**config.mk**
```make
export PLATFORM = sky130hd
export DESIGN_NAME = farrow_parabolic_interp_ctrl
export DESIGN_NICKNAME = d
export VERILOG_FILES = /design/src/rtl/farrow_pkg.sv /design/src/rtl/farrow_coef.sv /design/src/rtl/farrow_parabolic_interp_ctrl.sv
export SDC_FILE = /design/constraint.sdc
export NUM_CORES = 2
export LEC_CHECK = 0
export CORE_ASPECT_RATIO = 0.5
export CORE_MARGIN = 3
export CORE_UTILIZATION = 25
export CTS_CLUSTER_DIAMETER = 200
export DETAILED_ROUTE_END_ITERATION = 10
export HOLD_SLACK_MARGIN = 0.06
export SETUP_SLACK_MARGIN = 0.1
export SYNTH_ARGS = -nofsm -noshare
export SYNTH_HDL_FRONTEND = slang
export SYNTH_SLANG_ARGS = --single-unit
```
**constraint.sdc**
```tcl
create_clock -name clk -period 5.6 [get_ports clk]
set_input_delay 1.12 -clock clk [delete_from_list [all_inputs] [get_ports clk]]
set_output_delay 1.12 -clock clk [all_outputs]
set_load 0.005 [all_outputs]
```
**src/rtl/farrow_pkg.sv**
```systemverilog
// rtl/farrow_pkg.sv - shared widths, FSM states and output round/saturate helper
package farrow_pkg;
    localparam int DEF_DATA_W = 13;
    localparam int DEF_MU_W   = 11;

    typedef enum logic [1:0] {IDLE, PRIME, RUN, STALL} state_t;

    // Round half up by 'shift' fraction bits, then clamp to a signed 'width'-bit range.
    function automatic logic signed [31:0] sat_round(input logic signed [63:0] acc,
                                                     input int shift, input int width);
        logic signed [63:0] r, hi, lo;
        r  = (acc + (64'sd1 <<< (shift - 1))) >>> shift;
        hi = (64'sd1 <<< (width - 1)) - 64'sd1;
        lo = -(64'sd1 <<< (width - 1));
        if (r > hi)      r = hi;
        else if (r < lo) r = lo;
        return r[31:0];
    endfunction
endpackage

```
**src/rtl/farrow_coef.sv**
```systemverilog
// rtl/farrow_coef.sv - registered Farrow coefficients (alpha=0.5) from the tap line
module farrow_coef
    import farrow_pkg::*;
#(
    parameter int DATA_W = DEF_DATA_W
) (
    input  logic                     clk,
    input  logic                     rst,
    input  logic signed [DATA_W-1:0] x0,
    input  logic signed [DATA_W-1:0] x1,
    input  logic signed [DATA_W-1:0] x2,
    input  logic signed [DATA_W-1:0] x3,
    output logic signed [DATA_W-1:0] v0,
    output logic signed [DATA_W+2:0] v1,
    output logic signed [DATA_W+2:0] v2
);
    localparam int VW = DATA_W + 3;

    logic signed [VW-1:0] e0, e1, e2, e3;

    assign e0 = VW'(x0);
    assign e1 = VW'(x1);
    assign e2 = VW'(x2);
    assign e3 = VW'(x3);

    // v1/v2 are held doubled (one fraction bit) so the halving stays exact.
    always_ff @(posedge clk or negedge rst) begin
        if (!rst) begin
            v0 <= '0;
            v1 <= '0;
            v2 <= '0;
        end else begin
            v0 <= x2;
            v1 <= (e1 <<< 1) + e1 - e0 - e2 - e3;
            v2 <= e0 - e1 - e2 + e3;
        end
    end
endmodule

```
**src/rtl/farrow_parabolic_interp_ctrl.sv**
```systemverilog
// rtl/farrow_parabolic_interp_ctrl.sv - input FIFO, mu NCO, control FSM and Horner datapath
module farrow_parabolic_interp_ctrl
    import farrow_pkg::*;
#(
    parameter int DATA_W     = DEF_DATA_W,
    parameter int MU_W       = DEF_MU_W,
    parameter int FIFO_DEPTH = 4,
    parameter int PIPE       = 3
) (
    input  logic                     clk,
    input  logic                     rst,
    input  logic                     enable,
    input  logic [MU_W-1:0]          mu_step,
    input  logic signed [DATA_W-1:0] in_x,
    input  logic                     in_valid,
    output logic                     in_ready,
    output logic signed [DATA_W-1:0] out_y,
    output logic [MU_W-1:0]          out_mu,
    output logic                     out_valid
);
    localparam int PW   = $clog2(FIFO_DEPTH);
    localparam int VW   = DATA_W + 3;
    localparam int P1W  = VW + MU_W + 1;
    localparam int TW   = P1W + 1;
    localparam int AW   = TW + MU_W + 2;
    localparam int FRAC = 2 * MU_W + 1;

    logic signed [DATA_W-1:0] mem [FIFO_DEPTH];
    logic [PW-1:0]            wr_ptr, rd_ptr;
    logic [PW:0]              count;
    logic                     empty, full, push, pop, ready_en, issue;
    state_t                   state;
    logic [1:0]               prime_cnt;
    logic [MU_W-1:0]          mu_acc, step;
    logic [MU_W:0]            mu_sum;
    logic signed [DATA_W-1:0] x0, x1, x2, x3;

    assign empty    = (count == '0);
    assign full     = (count == (PW + 1)'(FIFO_DEPTH));
    assign issue    = enable && (state == RUN);
    assign mu_sum   = {1'b0, mu_acc} + {1'b0, step};
    assign pop      = enable && !empty &&
                      (state == PRIME || state == STALL || (state == RUN && mu_sum[MU_W]));
    assign in_ready = ready_en && (!full || pop);
    assign push     = in_valid && in_ready;

    always_ff @(posedge clk) begin
        if (push) mem[wr_ptr] <= in_x;
    end

    always_ff @(posedge clk or negedge rst) begin
        if (!rst) begin
            wr_ptr    <= '0;
            rd_ptr    <= '0;
            count     <= '0;
            ready_en  <= 1'b0;
            state     <= IDLE;
            prime_cnt <= '0;
            mu_acc    <= '0;
            step      <= '0;
            x0        <= '0;
            x1        <= '0;
            x2        <= '0;
            x3        <= '0;
        end else begin
            ready_en <= 1'b1;
            if (push) wr_ptr <= wr_ptr + PW'(1);
            if (pop) begin
                rd_ptr <= rd_ptr + PW'(1);
                x0     <= mem[rd_ptr];
                x1     <= x0;
                x2     <= x1;
                x3     <= x2;
            end
            case ({push, pop})
                2'b10:   count <= count + (PW + 1)'(1);
                2'b01:   count <= count - (PW + 1)'(1);
                default: ;
            endcase
            if (enable) begin
                case (state)
                    IDLE: begin
                        step <= (mu_step == '0) ? MU_W'(1) : mu_step;
                        if (!empty) begin
                            prime_cnt <= '0;
                            state     <= PRIME;
                        end
                    end
                    PRIME: if (!empty) begin
                        prime_cnt <= prime_cnt + 2'd1;
                        if (prime_cnt == 2'd3) state <= RUN;
                    end
                    // A carry with nothing to pop parks here; the pop is owed on resume.
                    RUN: begin
                        mu_acc <= mu_sum[MU_W-1:0];
                        if (mu_sum[MU_W] && empty) state <= STALL;
                    end
                    STALL: if (!empty) state <= RUN;
                    default: state <= IDLE;
                endcase
            end
        end
    end

    logic signed [DATA_W-1:0] v0, v0_2, y3;
    logic signed [VW-1:0]     v1, v2;
    logic [MU_W-1:0]          mu1, mu2, mu3;
    logic                     vld1, vld2, vld3;
    logic signed [MU_W:0]     mu1_s, mu2_s;
    logic signed [P1W-1:0]    p1;
    logic signed [TW-1:0]     t_n, t2;
    logic signed [AW-1:0]     acc_n;

    farrow_coef #(.DATA_W(DATA_W)) u_coef (
        .clk(clk), .rst(rst),
        .x0(x0), .x1(x1), .x2(x2), .x3(x3),
        .v0(v0), .v1(v1), .v2(v2)
    );

    assign mu1_s = signed'({1'b0, mu1});
    assign p1    = P1W'(v2) * P1W'(mu1_s);
    assign t_n   = TW'(p1) + (TW'(v1) <<< MU_W);
    assign mu2_s = signed'({1'b0, mu2});
    assign acc_n = AW'(t2) * AW'(mu2_s) + (AW'(v0_2) <<< FRAC);

    // The datapath ignores enable so in-flight results always drain.
    always_ff @(posedge clk or negedge rst) begin
        if (!rst) begin
            mu1  <= '0;
            vld1 <= 1'b0;
            t2   <= '0;
            v0_2 <= '0;
            mu2  <= '0;
            vld2 <= 1'b0;
            y3   <= '0;
            mu3  <= '0;
            vld3 <= 1'b0;
        end else begin
            mu1  <= mu_acc;
            vld1 <= issue;
            t2   <= t_n;
            v0_2 <= v0;
            mu2  <= mu1;
            vld2 <= vld1;
            y3   <= DATA_W'(sat_round(64'(acc_n), FRAC, DATA_W));
            mu3  <= mu2;
            vld3 <= vld2;
        end
    end

    generate
        if (PIPE > 3) begin : g_delay
            localparam int D = PIPE - 3;
            logic signed [DATA_W-1:0] y_d  [D];
            logic [MU_W-1:0]          mu_d [D];
            logic [D-1:0]             vld_d;
            always_ff @(posedge clk or negedge rst) begin
                if (!rst) begin
                    vld_d <= '0;
                    for (int i = 0; i < D; i++) begin
                        y_d[i]  <= '0;
                        mu_d[i] <= '0;
                    end
                end else begin
                    y_d[0]   <= y3;
                    mu_d[0]  <= mu3;
                    vld_d[0] <= vld3;
                    for (int i = 1; i < D; i++) begin
                        y_d[i]   <= y_d[i-1];
                        mu_d[i]  <= mu_d[i-1];
                        vld_d[i] <= vld_d[i-1];
                    end
                end
            end
            assign out_y     = y_d[D-1];
            assign out_mu    = mu_d[D-1];
            assign out_valid = vld_d[D-1];
        end else begin : g_direct
            assign out_y     = y3;
            assign out_mu    = mu3;
            assign out_valid = vld3;
        end
    endgenerate
endmodule
```
**Yosys cells after proc, flatten, opt, wreduce, memory -nomap -nowiden**

Memory sizes are Yosys's and may differ from the RTL's. A register that Yosys moved wholly into a read port is not among the register bits.
Index checks and enable logic that the tools add are counted.

- $add $sub $neg: 16
- Multipliers: 2
- Magnitude comparators: 2
- Equal/unequal tests: 12
- Muxes and demuxes: 15
- Reduce and logical (&&, ||, !) cells: 22

Operators with widths:

| kind | number |
|---|---|
| 42-bit by 24-bit adder with 43-bit output (second input constant) | 1 |
| 41-bit by 36-bit adder with 42-bit output | 1 |
| 29-bit by 12-bit multiplier with 41-bit output | 1 |
| 16-bit by 13-bit subtractor with 16-bit output | 2 |
| 28-bit by 27-bit adder with 29-bit output | 1 |
| 16-bit by 12-bit multiplier with 28-bit output | 1 |
| 13-bit two-way mux | 2 |
| 20-bit by 13-bit greater-than comparator with 1-bit output (second input constant) | 1 |
| 20-bit by 13-bit < comparator with 1-bit output (second input constant) | 1 |
| 16-bit by 13-bit adder with 16-bit output | 1 |
| 15-bit by 13-bit subtractor with 16-bit output | 1 |
| 14-bit by 13-bit adder with 15-bit output | 1 |
| 14-bit by 13-bit subtractor with 15-bit output | 1 |
| 2-bit two-way mux | 7 |
| 13-bit by 13-bit subtractor with 14-bit output | 1 |
| 11-bit by 11-bit adder with 12-bit output | 1 |
| 11-bit zero test | 1 |
| 11-bit two-way mux | 1 |
| 2-bit equality test (second input constant) | 4 |
| 2-bit one-hot mux with 4 select lines | 1 |
| 1-bit logical AND | 7 |
| 2-bit by 1-bit adder with 2-bit output (second input constant) | 3 |
| 2-bit != test (second input constant) | 3 |
| 3-bit one-hot mux with 2 select lines | 1 |
| other kinds (15) | 24 |

- Register bits: 209
- Memory bits (writable): 52
- Input port bits: 28
- Output and inout port bits: 26
- Word-level logic and storage cells: 93
- Memories kept: 1

Memories:

| name | words | width | read ports | clocked after Yosys merged registers in | write ports | line | RTL |
|---|---|---|---|---|---|---|---|
| mem | 4 | 13 | 1 | 1 | 1 | farrow_parabolic_interp_ctrl.sv:28 | `logic signed [DATA_W-1:0] mem [FIFO_DEPTH];` |

**Logic depth before layout (Yosys ltp)**

- Word-level depth: 9
- Gate-level depth with buffers: 26
- Depth with buffers taken out: 23

**By module**

Synthesis repeated with hierarchy kept, for this count alone.

- Cells, all modules: 2926
- Area total of the unflattened synthesis: 30723.2 um^2

Modules (own cells, without submodules):

| module | instances | cells an instance | area an instance (um^2) | seq. area each (um^2) |
|---|---|---|---|---|
| farrow_parabolic_interp_ctrl | 1 | 2487 | 26267.7 | 5990.7 |
| farrow_coef | 1 | 439 | 4455.5 | 1126.1 |

**Worst setup path after synthesis**

Ideal clock, no wire load.

- Path kind: reg-to-reg
- Start point: reg mu2[3]
- End point: reg y3[10] (netlist: out_y[10])
- Library setup time: 0.064 ns
- Arrival time: 6.083 ns
- Required time: 5.536 ns
- Slack: -0.547 ns
- Stages on the path, launching flop included: 23
- Buffers on the path: 3
- Period minus slack after synthesis: 6.147 ns
- Path through: dfrtp_1 clkbuf_1 clkbuf_1 nand2_1 fa_1 fa_1 inv_1 fa_1 fa_1 inv_1 fa_1 inv_1 ha_1 a21oi_2 o21ai_0 nor3_1 a211oi_4 o221a_2 a21oi_2 or4b_1 o41ai_2 buf_6 a21o_1

- Word-level cells in the longest chain between the ends: 6
- Elaborated cells between the ends (all ways): 7
- Those cells by class: add/sub (2); mul (1); order compare (2); mux (2)

Ends and longest elaborated chain:

| element | line | RTL |
|---|---|---|
| from (decl) | farrow_parabolic_interp_ctrl.sv:107 | `logic [MU_W-1:0] mu1, mu2, mu3;` |
| from (signal assigned) | farrow_parabolic_interp_ctrl.sv:143 | `mu2 <= mu1;` |
| 29-bit by 12-bit multiplier with 41-bit output * | farrow_parabolic_interp_ctrl.sv:124 | `assign acc_n = AW'(t2) * AW'(mu2_s) + (AW'(v0_2) <<< FRAC);` |
| 41-bit by 36-bit adder with 42-bit output * | farrow_parabolic_interp_ctrl.sv:124 |  |
| 42-bit by 24-bit adder with 43-bit output * | farrow_pkg.sv:12 | `r = (acc + (64'sd1 <<< (shift - 1))) >>> shift;` |
| 20-bit by 13-bit < comparator with 1-bit output | farrow_pkg.sv:16 | `else if (r < lo) r = lo;` |
| 13-bit two-way mux | farrow_pkg.sv:16 |  |
| 13-bit two-way mux * | farrow_pkg.sv:15 | `if (r > hi) r = hi;` |
| to (signal assigned) | farrow_parabolic_interp_ctrl.sv:145 | `y3 <= DATA_W'(sat_round(64'(acc_n), FRAC, DATA_W));` |
| to (decl) | farrow_parabolic_interp_ctrl.sv:105 | `logic signed [DATA_W-1:0] v0, v0_2, y3;` |

Every way passes the cells marked *; elsewhere a longest branch is shown, timed or not.
A chain may end at the register's enable or synchronous reset.

**Final worst setup path**

- Start point: reg mu2[6]
- End point: reg y3[7] (netlist: out_y[7])

The elaborated chain is that of the path after synthesis.

==> impl_metrics.env <==
export IMPL_end_kind="flop"
export IMPL_grt_pass1_vias=22527
export IMPL_finalSetupViolCount=12
export IMPL_min_to="v0_2[10]"
export IMPL_finalNetCount=4042
export IMPL_synth_cell_types=68
export IMPL_netlist_top_cells_area="fa_1 35%, dfrtp_1 18%, ha_1 9.8%"
export IMPL_dieArea_um2=127000
export IMPL_slowest_delay_ns=0.56
export IMPL_htree_levels=2
export IMPL_area_growth_synth_to_final_pct=22.2
export IMPL_dpl_cell_area_um2=34700
export IMPL_multi_input_area_um2=21500
export IMPL_area_sequential_um2=7150
export IMPL_fmax_mhz=163
export IMPL_rrSetupSlack_ns=-0.52
export IMPL_cts_hold_buf=0
export IMPL_worst_slack_ns=-0.524
export IMPL_fin_setup_tns_ns=-6.08
export IMPL_tritoncts="done"
export IMPL_clkSinkCount=274
export IMPL_vias_per_cell=4.18
export IMPL_critical_path_max_fanout=6
export IMPL_grt_pass1_wl_um=115000
export IMPL_worstHoldPathType="flop to flop"
export IMPL_required_ns=6.10
export IMPL_vias=20367
export IMPL_cp_start_kind="flop"
export IMPL_period_share_pct=109
export IMPL_clock_path_buffers=3
export IMPL_grt_max_degree=133
export IMPL_synth_main_ff_cell="dfrtp_1"
export IMPL_grt_antenna_before_repair=2
export IMPL_critPathMostFrequentCell="fa_1"
export IMPL_holdWs_ns=0.354
export IMPL_nFillCells=12375
export IMPL_rows=90
export IMPL_mostFrequentLayoutCell="inv_1"
export IMPL_clk_transition_reported_paths_ns=0.07
export IMPL_period_minus_slack_ns=6.12
export IMPL_cts_buffers=35
export IMPL_syn_avg_cell_area_um2=10.3
export IMPL_crit_chain="buf_12, clkbuf_16, and2_1, fa_1, fa_1, fa_1, fa_1, inv_1, fa_1, inv_1, ha_4, nand4_1, or3_4, o21bai_4, a31oi_2, xor2_1, or4b_4, o41ai_4, buf_4, a21o_1"
export IMPL_maxCapViolations=0
export IMPL_final_cell_mix="613 x inv_1, 505 x fa_1, 311 x nand2_1"
export IMPL_critical_path_top_delay_family="adder cells"
export IMPL_fin_skew_ns=0.0435
export IMPL_yosys_register_bits=274
export IMPL_slew_limit_headroom_pct=38.6
export IMPL_worstReg2RegEnd="out_y[7]"
export IMPL_drive_above_1_share_pct=17.6
export IMPL_crit_slowest_cell="fa_1"
export IMPL_netlist_instances=2973
export IMPL_drt_total_wl_um=68400
export IMPL_dieHeight_um=253
export IMPL_synthArstFlopShare_pct=81.0
export IMPL_finish_instance_area_um2=37400
export IMPL_synth_area_um2=30600
export IMPL_slew_viol_final=0
export IMPL_first_pass_iters=5
export IMPL_dpl_cell_count=4745
export IMPL_clk_insertion_delay_late_ns=0.57
export IMPL_hp_start="u_coef.v0[10]"
export IMPL_synth_edff_count=52
export IMPL_place_congestion=0.843
export IMPL_post_dp_hpwl_um=55800
export IMPL_drt_iter0_drc=851
export IMPL_r2r_start="mu2[6]"
export IMPL_final_cells=4878
export IMPL_outcome="finished with violations"
export IMPL_critical_path_buf_inv_count=5
export IMPL_core_area_um2=121000
export IMPL_grt_total_usage_pct=11.0
export IMPL_critical_path_class="flop to flop"
export IMPL_postSynthNetCount=3772
export IMPL_start_util_pct=25.3
export IMPL_hold_path_depth=0
export IMPL_root_buffer="clkbuf_16"
export IMPL_io_buffers=53
export IMPL_io_pin_count=54
export IMPL_post_route_drc_count=0
export IMPL_rsz0062_at_grt="true"
export IMPL_die_w_um=501
export IMPL_grt_remaining_overflow=0
export IMPL_synth_largest_area_cell="fa_1"
export IMPL_yosysTopAreaCellShare_pct=34.8
export IMPL_ant_nets=0
export IMPL_wl_per_cell_um=14.0
export IMPL_arrival_ns=6.62
export IMPL_tightest_slew_ns=0.921
export IMPL_yosysWarnings=0
export IMPL_finalHoldViolCount=0
export IMPL_rr_worst_depth=20
export IMPL_synth_seq_area_share_pct=23.3
export IMPL_violations="negative setup slack"
-- sequential cells by signal, indices dropped and copies added, names as in the netlist, 13 cells and up --
| signal | flops |
|---|---|
| x0 | 13 |
| v0_2 | 13 |
| u_coef.v2 | 16 |
| x1 | 13 |
| t2 | 29 |
| x2 | 13 |
| mem | 52 |
| x3 | 13 |
| u_coef.v1 | 16 |
| u_coef.v0 | 13 |
| out_y | 13 |
-- logic make-up (layout without fill, tap and decap cells) --
family,Yosys count,after routing,synth area share (%)
xor gates and xnor gates,87,87,2.49
AOI/OAI and AO/OA,287,287,6.02
other,1,2,0.0123
and+or+nand+nor,764,764,12.4
DFF,274,274,23.3
adders and majority gates,771,771,44.6
buffers and inverters,749,1043,9.24
muxes,40,40,1.94
-- final cells by class --
cell class / count / area share (%)
multi-input combinational: 1950 / 57.5
tap: 1610 / 5.39
clock inverter: 15 / 0.559
inverter: 640 / 6.43
sequential: 274 / 19.1
clock buffer: 46 / 2.48
antenna: 1 / 0.00670
timing repair buffer: 342 / 8.54
-- worst reg2reg max path, cell delays in order, from the launching register on --
cell	delay [ns]
dfrtp_2	0.46
buf_12	0.15
clkbuf_16	0.14
and2_1	0.15
fa_1	0.56
fa_1	0.44
fa_1	0.48
fa_1	0.54
inv_1	0.05
fa_1	0.52
inv_1	0.06
ha_4	0.29
nand4_1	0.16
or3_4	0.41
o21bai_4	0.20
a31oi_2	0.12
xor2_1	0.18
or4b_4	0.55
o41ai_4	0.27
buf_4	0.21
a21o_1	0.11
-- per-layer routing --
metal | track usage (%) | part of all wire, %
met5 | 0 | 0.012
met4 | 2.64 | 2.0
met3 | 1.24 | 3.6
met2 | 19.7 | 50
met1 | 14.3 | 44
-- synthesized netlist by cell type (23+ instances only) --
master      n
xor2_1     24
nor2_1     58
clkbuf_1  100
a21o_1     36
ha_1      239
nand2_1   330
dfrtp_1   222
fa_1      532
o21ai_0    86
xnor2_1    63
edfxtp_1   52
and2_1    267
mux2_2     23
inv_1     640
a21oi_1    67
-- worst max path at each step --
stage	from	end	cells past startpoint
3_5_place_dp	mu2[2]	out_y[0]	24
3_3_place_gp	t2[8]	out_y[1]	20
5_1_grt	mu2[6]	out_y[8]	22
4_1_cts	mu2[3]	out_y[7]	23
6_report	mu2[6]	out_y[7]	20
2_1_floorplan	t2[28]	out_y[10]	25
-- what timing repair did --
| item | 4_1_cts | 5_1_grt |
|---|---|---|
| buffers inserted | 33 | 29 |
| resized for setup | 138 | 82 |
| setup endpoints to repair | 19 | 21 |
| gates cloned | 7 | 2 |
| pin swaps | 132 | 77 |
-- per-stage QoR --
stage | utilization [%] | setup WS (ns)
after floorplan | - | -0.267
after global placement | 28.7 | -0.577
after detailed placement | 28.7 | -0.627
after CTS | 30.4 | -0.435
after global routing | 30.9 | -0.701
final | 30.9 | -0.524
Power is not shown: default switching activity piles up to over one toggle a cycle in this logic, so the estimate is an artifact.
